**src/rtl/load_store_unit_if.sv**
```systemverilog
// Request, RAM and response signals of the load/store unit.
// The slave modport is the LSU view; the master modport is the surrounding pipeline and RAM.
interface load_store_unit_if #(
  parameter int DATA_W = 8,
  parameter int ADDR_W = 8,
  parameter int RIDX_W = 3
);
  logic              req_valid;
  logic              req_ready;
  logic              req_store;
  logic [ADDR_W-1:0] req_addr;
  logic [DATA_W-1:0] req_wdata;
  logic [RIDX_W-1:0] req_rd;
  logic              mem_read;
  logic              mem_write;
  logic [ADDR_W-1:0] mem_addr;
  logic [DATA_W-1:0] mem_wdata;
  logic [DATA_W-1:0] mem_rdata;
  logic              wb_valid;
  logic [RIDX_W-1:0] wb_rd;
  logic [DATA_W-1:0] wb_data;
  logic              st_done;
  logic              fault;
  logic [ADDR_W-1:0] fault_addr;
  logic [7:0]        fault_count;

  modport slave (
    input  req_valid, req_store, req_addr, req_wdata, req_rd, mem_rdata,
    output req_ready, mem_read, mem_write, mem_addr, mem_wdata,
    output wb_valid, wb_rd, wb_data, st_done, fault, fault_addr, fault_count
  );

  modport master (
    output req_valid, req_store, req_addr, req_wdata, req_rd, mem_rdata,
    input  req_ready, mem_read, mem_write, mem_addr, mem_wdata,
    input  wb_valid, wb_rd, wb_data, st_done, fault, fault_addr, fault_count
  );
endinterface

```
**src/rtl/load_store_unit.sv**
```systemverilog
// Memory-access stage in front of the data RAM: one request in flight,
// one-cycle RAM strobe, registered writeback/store/fault pulse.
module load_store_unit #(
  parameter int DATA_W    = 8,
  parameter int ADDR_W    = 8,
  parameter int MEM_DEPTH = 8,
  parameter int RIDX_W    = 3
) (
  input logic clk,
  input logic rst_n,
  load_store_unit_if.slave bus
);
  typedef enum logic [1:0] {IDLE, ACCESS, RESP} state_t;

  localparam logic [ADDR_W-1:0] DEPTH = ADDR_W'(MEM_DEPTH);

  state_t            state, state_nx;
  logic              store_q;
  logic [ADDR_W-1:0] addr_q;
  logic [DATA_W-1:0] wdata_q;
  logic [RIDX_W-1:0] rd_q;
  logic              accept;
  logic              in_range;
  logic              is_acc;

  assign bus.req_ready = rst_n & (state == IDLE);
  assign accept        = bus.req_valid & bus.req_ready;
  assign in_range      = addr_q < DEPTH;
  assign is_acc        = state == ACCESS;

  always_ff @(posedge clk or negedge rst_n) begin
    if (!rst_n) state <= IDLE;
    else        state <= state_nx;
  end

  always_comb begin
    state_nx      = state;
    bus.mem_read  = 1'b0;
    bus.mem_write = 1'b0;
    bus.mem_addr  = '0;
    bus.mem_wdata = '0;
    unique case (state)
      IDLE: begin
        if (accept) state_nx = ACCESS;
      end
      ACCESS: begin
        state_nx      = RESP;
        bus.mem_addr  = addr_q;
        bus.mem_wdata = wdata_q;
        bus.mem_read  = in_range & ~store_q;
        bus.mem_write = in_range & store_q;
      end
      RESP: state_nx = IDLE;
      default: state_nx = IDLE;
    endcase
  end

  always_ff @(posedge clk or negedge rst_n) begin
    if (!rst_n) begin
      store_q <= 1'b0;
      addr_q  <= '0;
      wdata_q <= '0;
      rd_q    <= '0;
    end else if (accept) begin
      store_q <= bus.req_store;
      addr_q  <= bus.req_addr;
      wdata_q <= bus.req_wdata;
      rd_q    <= bus.req_rd;
    end
  end

  // Pulses are set only on the edge leaving ACCESS, so they clear by themselves after RESP.
  always_ff @(posedge clk or negedge rst_n) begin
    if (!rst_n) begin
      bus.wb_valid    <= 1'b0;
      bus.st_done     <= 1'b0;
      bus.fault       <= 1'b0;
      bus.wb_rd       <= '0;
      bus.wb_data     <= '0;
      bus.fault_addr  <= '0;
      bus.fault_count <= '0;
    end else begin
      bus.wb_valid <= is_acc & in_range & ~store_q;
      bus.st_done  <= is_acc & in_range & store_q;
      bus.fault    <= is_acc & ~in_range;
      if (is_acc & in_range & ~store_q) begin
        bus.wb_data <= bus.mem_rdata;
        bus.wb_rd   <= rd_q;
      end
      if (is_acc & ~in_range) begin
        bus.fault_addr <= addr_q;
        if (bus.fault_count != 8'hFF)
          bus.fault_count <= bus.fault_count + 8'd1;
      end
    end
  end
endmodule

```
**src/flat_wrapper.sv**
```systemverilog
// flat-port wrapper written by rule: the top's interface ports become plain ports
module load_store_unit_flat 
#(
  parameter int DATA_W    = 8,
  parameter int ADDR_W    = 8,
  parameter int MEM_DEPTH = 8,
  parameter int RIDX_W    = 3
)
  (clk, rst_n, bus_req_valid, bus_req_store, bus_req_addr, bus_req_wdata, bus_req_rd, bus_mem_rdata, bus_req_ready, bus_mem_read, bus_mem_write, bus_mem_addr, bus_mem_wdata, bus_wb_valid, bus_wb_rd, bus_wb_data, bus_st_done, bus_fault, bus_fault_addr, bus_fault_count);
  load_store_unit_if #(.DATA_W(DATA_W), .ADDR_W(ADDR_W), .RIDX_W(RIDX_W)) bus_i ();
  input logic clk;
  input logic rst_n;
  input wire logic [$bits(bus_i.req_valid)-1:0] bus_req_valid;
  input wire logic [$bits(bus_i.req_store)-1:0] bus_req_store;
  input wire logic [$bits(bus_i.req_addr)-1:0] bus_req_addr;
  input wire logic [$bits(bus_i.req_wdata)-1:0] bus_req_wdata;
  input wire logic [$bits(bus_i.req_rd)-1:0] bus_req_rd;
  input wire logic [$bits(bus_i.mem_rdata)-1:0] bus_mem_rdata;
  output wire logic [$bits(bus_i.req_ready)-1:0] bus_req_ready;
  output wire logic [$bits(bus_i.mem_read)-1:0] bus_mem_read;
  output wire logic [$bits(bus_i.mem_write)-1:0] bus_mem_write;
  output wire logic [$bits(bus_i.mem_addr)-1:0] bus_mem_addr;
  output wire logic [$bits(bus_i.mem_wdata)-1:0] bus_mem_wdata;
  output wire logic [$bits(bus_i.wb_valid)-1:0] bus_wb_valid;
  output wire logic [$bits(bus_i.wb_rd)-1:0] bus_wb_rd;
  output wire logic [$bits(bus_i.wb_data)-1:0] bus_wb_data;
  output wire logic [$bits(bus_i.st_done)-1:0] bus_st_done;
  output wire logic [$bits(bus_i.fault)-1:0] bus_fault;
  output wire logic [$bits(bus_i.fault_addr)-1:0] bus_fault_addr;
  output wire logic [$bits(bus_i.fault_count)-1:0] bus_fault_count;
  assign bus_i.req_valid = bus_req_valid;
  assign bus_i.req_store = bus_req_store;
  assign bus_i.req_addr = bus_req_addr;
  assign bus_i.req_wdata = bus_req_wdata;
  assign bus_i.req_rd = bus_req_rd;
  assign bus_i.mem_rdata = bus_mem_rdata;
  assign bus_req_ready = bus_i.req_ready;
  assign bus_mem_read = bus_i.mem_read;
  assign bus_mem_write = bus_i.mem_write;
  assign bus_mem_addr = bus_i.mem_addr;
  assign bus_mem_wdata = bus_i.mem_wdata;
  assign bus_wb_valid = bus_i.wb_valid;
  assign bus_wb_rd = bus_i.wb_rd;
  assign bus_wb_data = bus_i.wb_data;
  assign bus_st_done = bus_i.st_done;
  assign bus_fault = bus_i.fault;
  assign bus_fault_addr = bus_i.fault_addr;
  assign bus_fault_count = bus_i.fault_count;
  load_store_unit #(.DATA_W(DATA_W), .ADDR_W(ADDR_W), .MEM_DEPTH(MEM_DEPTH), .RIDX_W(RIDX_W)) u_core (.clk(clk), .rst_n(rst_n), .bus(bus_i));
endmodule
```
**config.mk**
```make
export PLATFORM = sky130hd
export DESIGN_NAME = load_store_unit_flat
export DESIGN_NICKNAME = d
export VERILOG_FILES = /design/src/rtl/load_store_unit_if.sv /design/src/rtl/load_store_unit.sv /design/src/flat_wrapper.sv
export SDC_FILE = /design/constraint.sdc
export NUM_CORES = 1
export LEC_CHECK = 0
export CAP_MARGIN = 20
export CORE_AREA = 2 2 71 73
export CTS_BUF_LIST = sky130_fd_sc_hd__clkbuf_8 sky130_fd_sc_hd__clkbuf_16
export DETAILED_ROUTE_END_ITERATION = 8
export DIE_AREA = 0 0 73 75
export GPL_TIMING_DRIVEN = 1
export HOLD_SLACK_MARGIN = 0.06
export PLACE_DENSITY = 0.83
export SKIP_CTS_REPAIR_TIMING = 1
export SLEW_MARGIN = 20
export SYNTH_ARGS = -nofsm -noshare
export SYNTH_HDL_FRONTEND = slang
export SYNTH_SLANG_ARGS = --single-unit
```
**constraint.sdc**
```tcl
create_clock -name clk -period 4.5 [get_ports clk]
set_clock_uncertainty 0.15 [all_clocks]
set_input_delay 0.45 -clock clk [delete_from_list [all_inputs] [get_ports clk]]
set_output_delay 0.45 -clock clk [all_outputs]
set_load 0.01 [all_outputs]
```
======== Yosys cells after proc, flatten, opt, wreduce, memory -nomap -nowiden ========
Cells that the tools add are included.
storage, ports and cells
  flip-flop bits (word level) ............. 52
  input port bits ......................... 31
  output and inout port bits .............. 49
operators by class
  add/subtract/negate cells ............... 1
  $lt $le $gt $ge ......................... 1
  eq/ne operators ......................... 3
  multiplexer cells ....................... 6
  bitwise logic cells ..................... 10
  reductions and logical operators ........ 2
operators with widths
  operator                                                     count
  2-to-1 mux 8 bit                                             2
  adder 8 x 1 -> 8 bit (second input constant)                 1
  bitwise AND 1 bit                                            8
  less-than comparator 8 x 4 -> 1 bit (second input constant)  1
  inequality test 8 bit (second input constant)                1
  case mux 2 bit (2 select lines)                              1
  == test 2 x 1 -> 1 bit (second input constant)               1
  logical NOT 2 bit                                            1
  2-to-1 mux 1 bit                                             2
  2-to-1 mux 2 bit                                             1
  inequality test 2 x 1 -> 1 bit (second input constant)       1
  inverter 1 bit                                               2
  AND reduction 2 bit                                          1

======== Logic depth before layout (Yosys ltp) ========
  depth after elaboration ................. 5
  gate-level depth with buffers ........... 6
  depth with buffers taken out ............ 5

======== Least setup slack after synthesis ========
Ideal clock, no wire load.
  path kind ............................... in2reg
  start point ............................. input port rst_n
  end point ............................... register u_core.addr_q[1]
  data arrival time ....................... 1.584 ns
  data required time ...................... 4.225 ns
  path slack .............................. 2.641 ns
  stages on the path ...................... 5
  buffers on the path ..................... 2
  cell sequence ........................... nor3b_1 -> and2_0 -> buf_2 -> buf_4 -> mux2_2
on the way
  longest elaborated chain between the ends .. 2
RTL lines
  element               line                   text
  from (decl)           flat_wrapper.sv:12     input logic rst_n;
  bitwise AND 1 bit     load_store_unit.sv:26  assign bus.req_ready = rst_n & (state == IDLE);
  bitwise AND 1 bit     load_store_unit.sv:27  assign accept = bus.req_valid & bus.req_ready;
  to (signal assigned)  load_store_unit.sv:66  addr_q <= bus.req_addr;
  to (decl)             load_store_unit.sv:19  logic [ADDR_W-1:0] addr_q;
No other way between the ends.
A chain may end at the register's enable or synchronous reset.

======== Worst setup path in the final report ========
  start point ............................. register u_core.state[1]
  end point ............................... output port bus_mem_write
on the way
  longest elaborated chain between the ends .. 2
RTL lines
  element                 line                   text
  from (decl)             load_store_unit.sv:17  state_t state, state_nx;
  from (signal assigned)  load_store_unit.sv:33  else state <= state_nx;
  == test 2 x 1 -> 1 bit  load_store_unit.sv:42  unique case (state)
  2-to-1 mux 1 bit        load_store_unit.sv:42
  to (decl)               flat_wrapper.sv:21     output wire logic [$bits(bus_i.mem_write)-1:0] bus_mem_write;
No other way between the ends.

==> summary.md <==
| Metric | Value |
|---|---|
| Post-route insts no fill | `294` |
| CTS sink cnt | `52` |
| Vias | `1422` |
| Switching pwr | `0.378 mW` |
| Vias in the first global route | `roughly 1500` |
| Max stage delay on crit path | `approximately 0.54 ns` |
| Synth unique cells | `35` |
| Worst Setup Start Kind | `register` |
| Clock Latency Late Sink | `0.30 ns` |
| Vias per cell | `4.84` |
| Max-cap violations | `0` |
| Combinational power share | `0.307` |
| Post-layout util | `0.668` |
| Share of cells above drive strength 1 | `0.217` |
| Post-synth top area share | `0.587` |
| Grt met1 use | `0.204` |
| First-pass GRT wire length | `6.95 mm` |
| Ys flop type | `dfrtp_1` |
| Syn_area_per_cell | `14.0 sq um` |
| P per Cell Area | `431 mW/mm^2` |
| Fin. max-slew vios | `0` |
| Fin. Hold Viols | `0` |
| Placed insts | `286` |
| Final setup viols | `0` |
| Max-slew headroom | `0.573` |
| DP Worst Slack | `2.08 ns` |
| Top Usage Layer GRT | `met2` |
| Initial Util | `0.475` |
| Bufs and invs on worst path | `1` |
| Worst path setup slack after routing | `around 1.8 ns` |
| Iteration count of the initial detailed-routing pass | `4` |
| Fin crit period | `2.69 ns` |
| Chip height | `75 um` |
| Warnings, synthesis | `0` |
| CP Launch Point | `u_core.state[1]` |
| Seq cells post-synth | `52` |
| # diodes | `0` |
| Run status | `finished clean` |
| Unrepaired setup endpoints after global routing | `no` |
| Grt met2 use | `0.278` |
| Total power | `1.34 mW` |
| Final wirelength | `4.34 mm` |
| Post-synth ARST share | `1.00` |
| Seq pwr share | `0.493` |
| CP max-delay cell | `clkdlybuf4s50_1` |
| CTS root buffer | `clkbuf_8` |
| Initial antenna violation count | `0` |
| Die width | `73 um` |
| Endpoint type of the worst setup path | `output pin` |
| Clock slew at reported path FFs | `0.09 ns` |
| Net Count, Synth | `190` |
| Crit-path cells | `nor2b_2, nand3_2, nor2_1, clkdlybuf4s50_1` |
| Post-DP HPWL | `3.21 mm` |
| Cell Area, Synth | `0.00222 sq mm` |
| CTS tree | `done` |
| H-tree level count | `2` |
| GP Congestion | `0.729` |
| # rows | `25` |
| Area leader, netlist | `dfrtp_1` |
| Total global routing overflow | `0` |
| Internal Pwr Total | `0.965 mW` |
| Worst r2r src | `u_core.state[1]` |
| Switch share | `0.281` |
| Placeable Area | `0.00466 sq mm` |
| Post-synth EDFFs | `0` |
| Hold/Removal Path Class | `input pin to async pin` |
| Die area | `0.00548 sq mm` |
| Leak Pwr | `1.39 nW` |
| IO Pins | `80` |
| Synth top area cells | `dfrtp_1 59%, mux2_2 11%, mux2_4 6.1%` |
| Maximum vdd drop | `0.292 mV` |
| Critical path class | `register to output pin` |
| Sequential cell area fraction in the yosys report | `0.587` |
| Setup TNS | `0 ns` |
| Met3 Use GR | `0.0710` |
| Mapped Cells | `158` |
| Fmax | `0.372 GHz` |
| Largest net degree at the start of global routing | `53` |
| Period utilization | `0.597` |
| CTS buffer count | `5` |
| Top delay family on crit path | `simple AND/OR/NAND/NOR gates` |
| Routed Antenna Nets | `0` |
| Data required, critical path | `3.90 ns` |
| Max FO, Critical Path | `19` |
| Worst slew pin tran | `0.640 ns` |
| GRT Util Overall | `0.172` |
| Nets | `between 200 and 300` |
| Clock Path Buffers | `2` |
| Drc violations | `0` |
| Critical path data arrival time | `2.09 ns` |
| Routed len/inst | `14.7 um` |
| PortBufs | `79` |
| Layout area overhead | `40.5%` |
| Clock share of power | `0.200` |
| Iter 0 DRT Violations | `67` |
==> cell type report <==
cell class                      count  area [sq um]
Fill cell                         375          1550
Clock inverter                      2          10.0
Inverter                            4          17.5
Timing Repair Buffer               81           801
Clock buffer                        6          82.6
Tap cell                           54          67.6
Sequential cell                    52          1300
Multi-Input combinational cell     95           835
==> layer usage <==
| layer | share of wire | vias to the layer above |
|---|---|---|
| li1 | - | 692 |
| met1 | 0.42 | 675 |
| met2 | 0.49 | 51 |
| met3 | 0.074 | 4 |
| met4 | 0.013 | 0 |
| met5 | 0 | - |
==> final timing paths <==
check	endpoint	slack (ns)	depth (start not counted)
max	bus_mem_write	1.81	4
min	u_core.bus.fault_count[5]	0.13	2
max reg2reg	u_core.addr_q[0]	2.32	4
min reg2reg	u_core.bus.fault_addr[5]	0.33	1
max in group asynchronous	u_core.bus.fault	3.63	2
min in group clk	u_core.bus.fault_addr[5]	0.33	1
==> worst reg2reg max path, stage by stage, from the launching register on <==
cell and delay, ns:
dfrtp_1 0.39, nor3b_1 0.28, and2_0 0.58, buf_4 0.31, mux2_2 0.35
==> cells by family (layout without fill, tap and decap cells) <==
logic type / count (synthesis) / count (layout) / share of synthesized area
flip-flops: 52 / 52 / 0.587
AND/OR/NAND/NOR: 47 / 47 / 0.140
multiplexers: 33 / 33 / 0.182
AO/OA/AOI/OAI: 11 / 11 / 0.0367
buffers and inverters: 11 / 93 / 0.0361
XOR/XNOR: 3 / 3 / 0.0119
adder cells (fa/ha/maj): 1 / 1 / 0.00565
==> power groups by stage <==
stage          sequential [mW]  combinational [mW]  clock, mW
5_1_grt                  0.681               0.446      0.300
4_1_cts                  0.664               0.419      0.280
3_3_place_gp             0.667               0.408          0
6_report                 0.662               0.412      0.269
3_5_place_dp             0.673               0.417          0
2_1_floorplan            0.694               0.159          0
==> cells in the final DEF (no fill, tap or decap), types with 3 or more instances in the layout <==
cell and instances:
clkdlybuf4s50_1 78, dfrtp_1 52, mux2_2 21, and2_1 16, nand2_1 11, mux2_4 9, clkbuf_8 6, a21o_1 5
nor2_1 4, inv_1 3, xor2_1 3
==> sequential cells by signal, summed over array words and instances (netlist names) <==
signal	flops
u_core.bus.fault	1
u_core.addr_q	8
u_core.rd_q	3
u_core.store_q	1
u_core.bus.fault_count	8
u_core.bus.st_done	1
u_core.state	2
u_core.bus.wb_data	8
u_core.wdata_q	8
u_core.bus.wb_rd	3
u_core.bus.fault_addr	8
u_core.bus.wb_valid	1
==> Yosys cell counts (all sizes together), types with 2 or more instances <==
cell type,instances
dfrtp,52
mux2,32
and2,17
nand2,11
buf,6
nor2,6
a21o,5
inv,4
nand3,3
xor2,3
a21oi,2
a31oi,2
nand4,2
nor3,2
nor3b,2
==> through the flow <==
step	instance area (sq um)	hold WS, ns
after global placement	3020	0.309
after global routing	3110	0.206
final	3110	0.135
after detailed placement	3020	0.313
after CTS	3110	0.164
after floorplan	2220	0.00441
(Power assumes the default switching activity.)
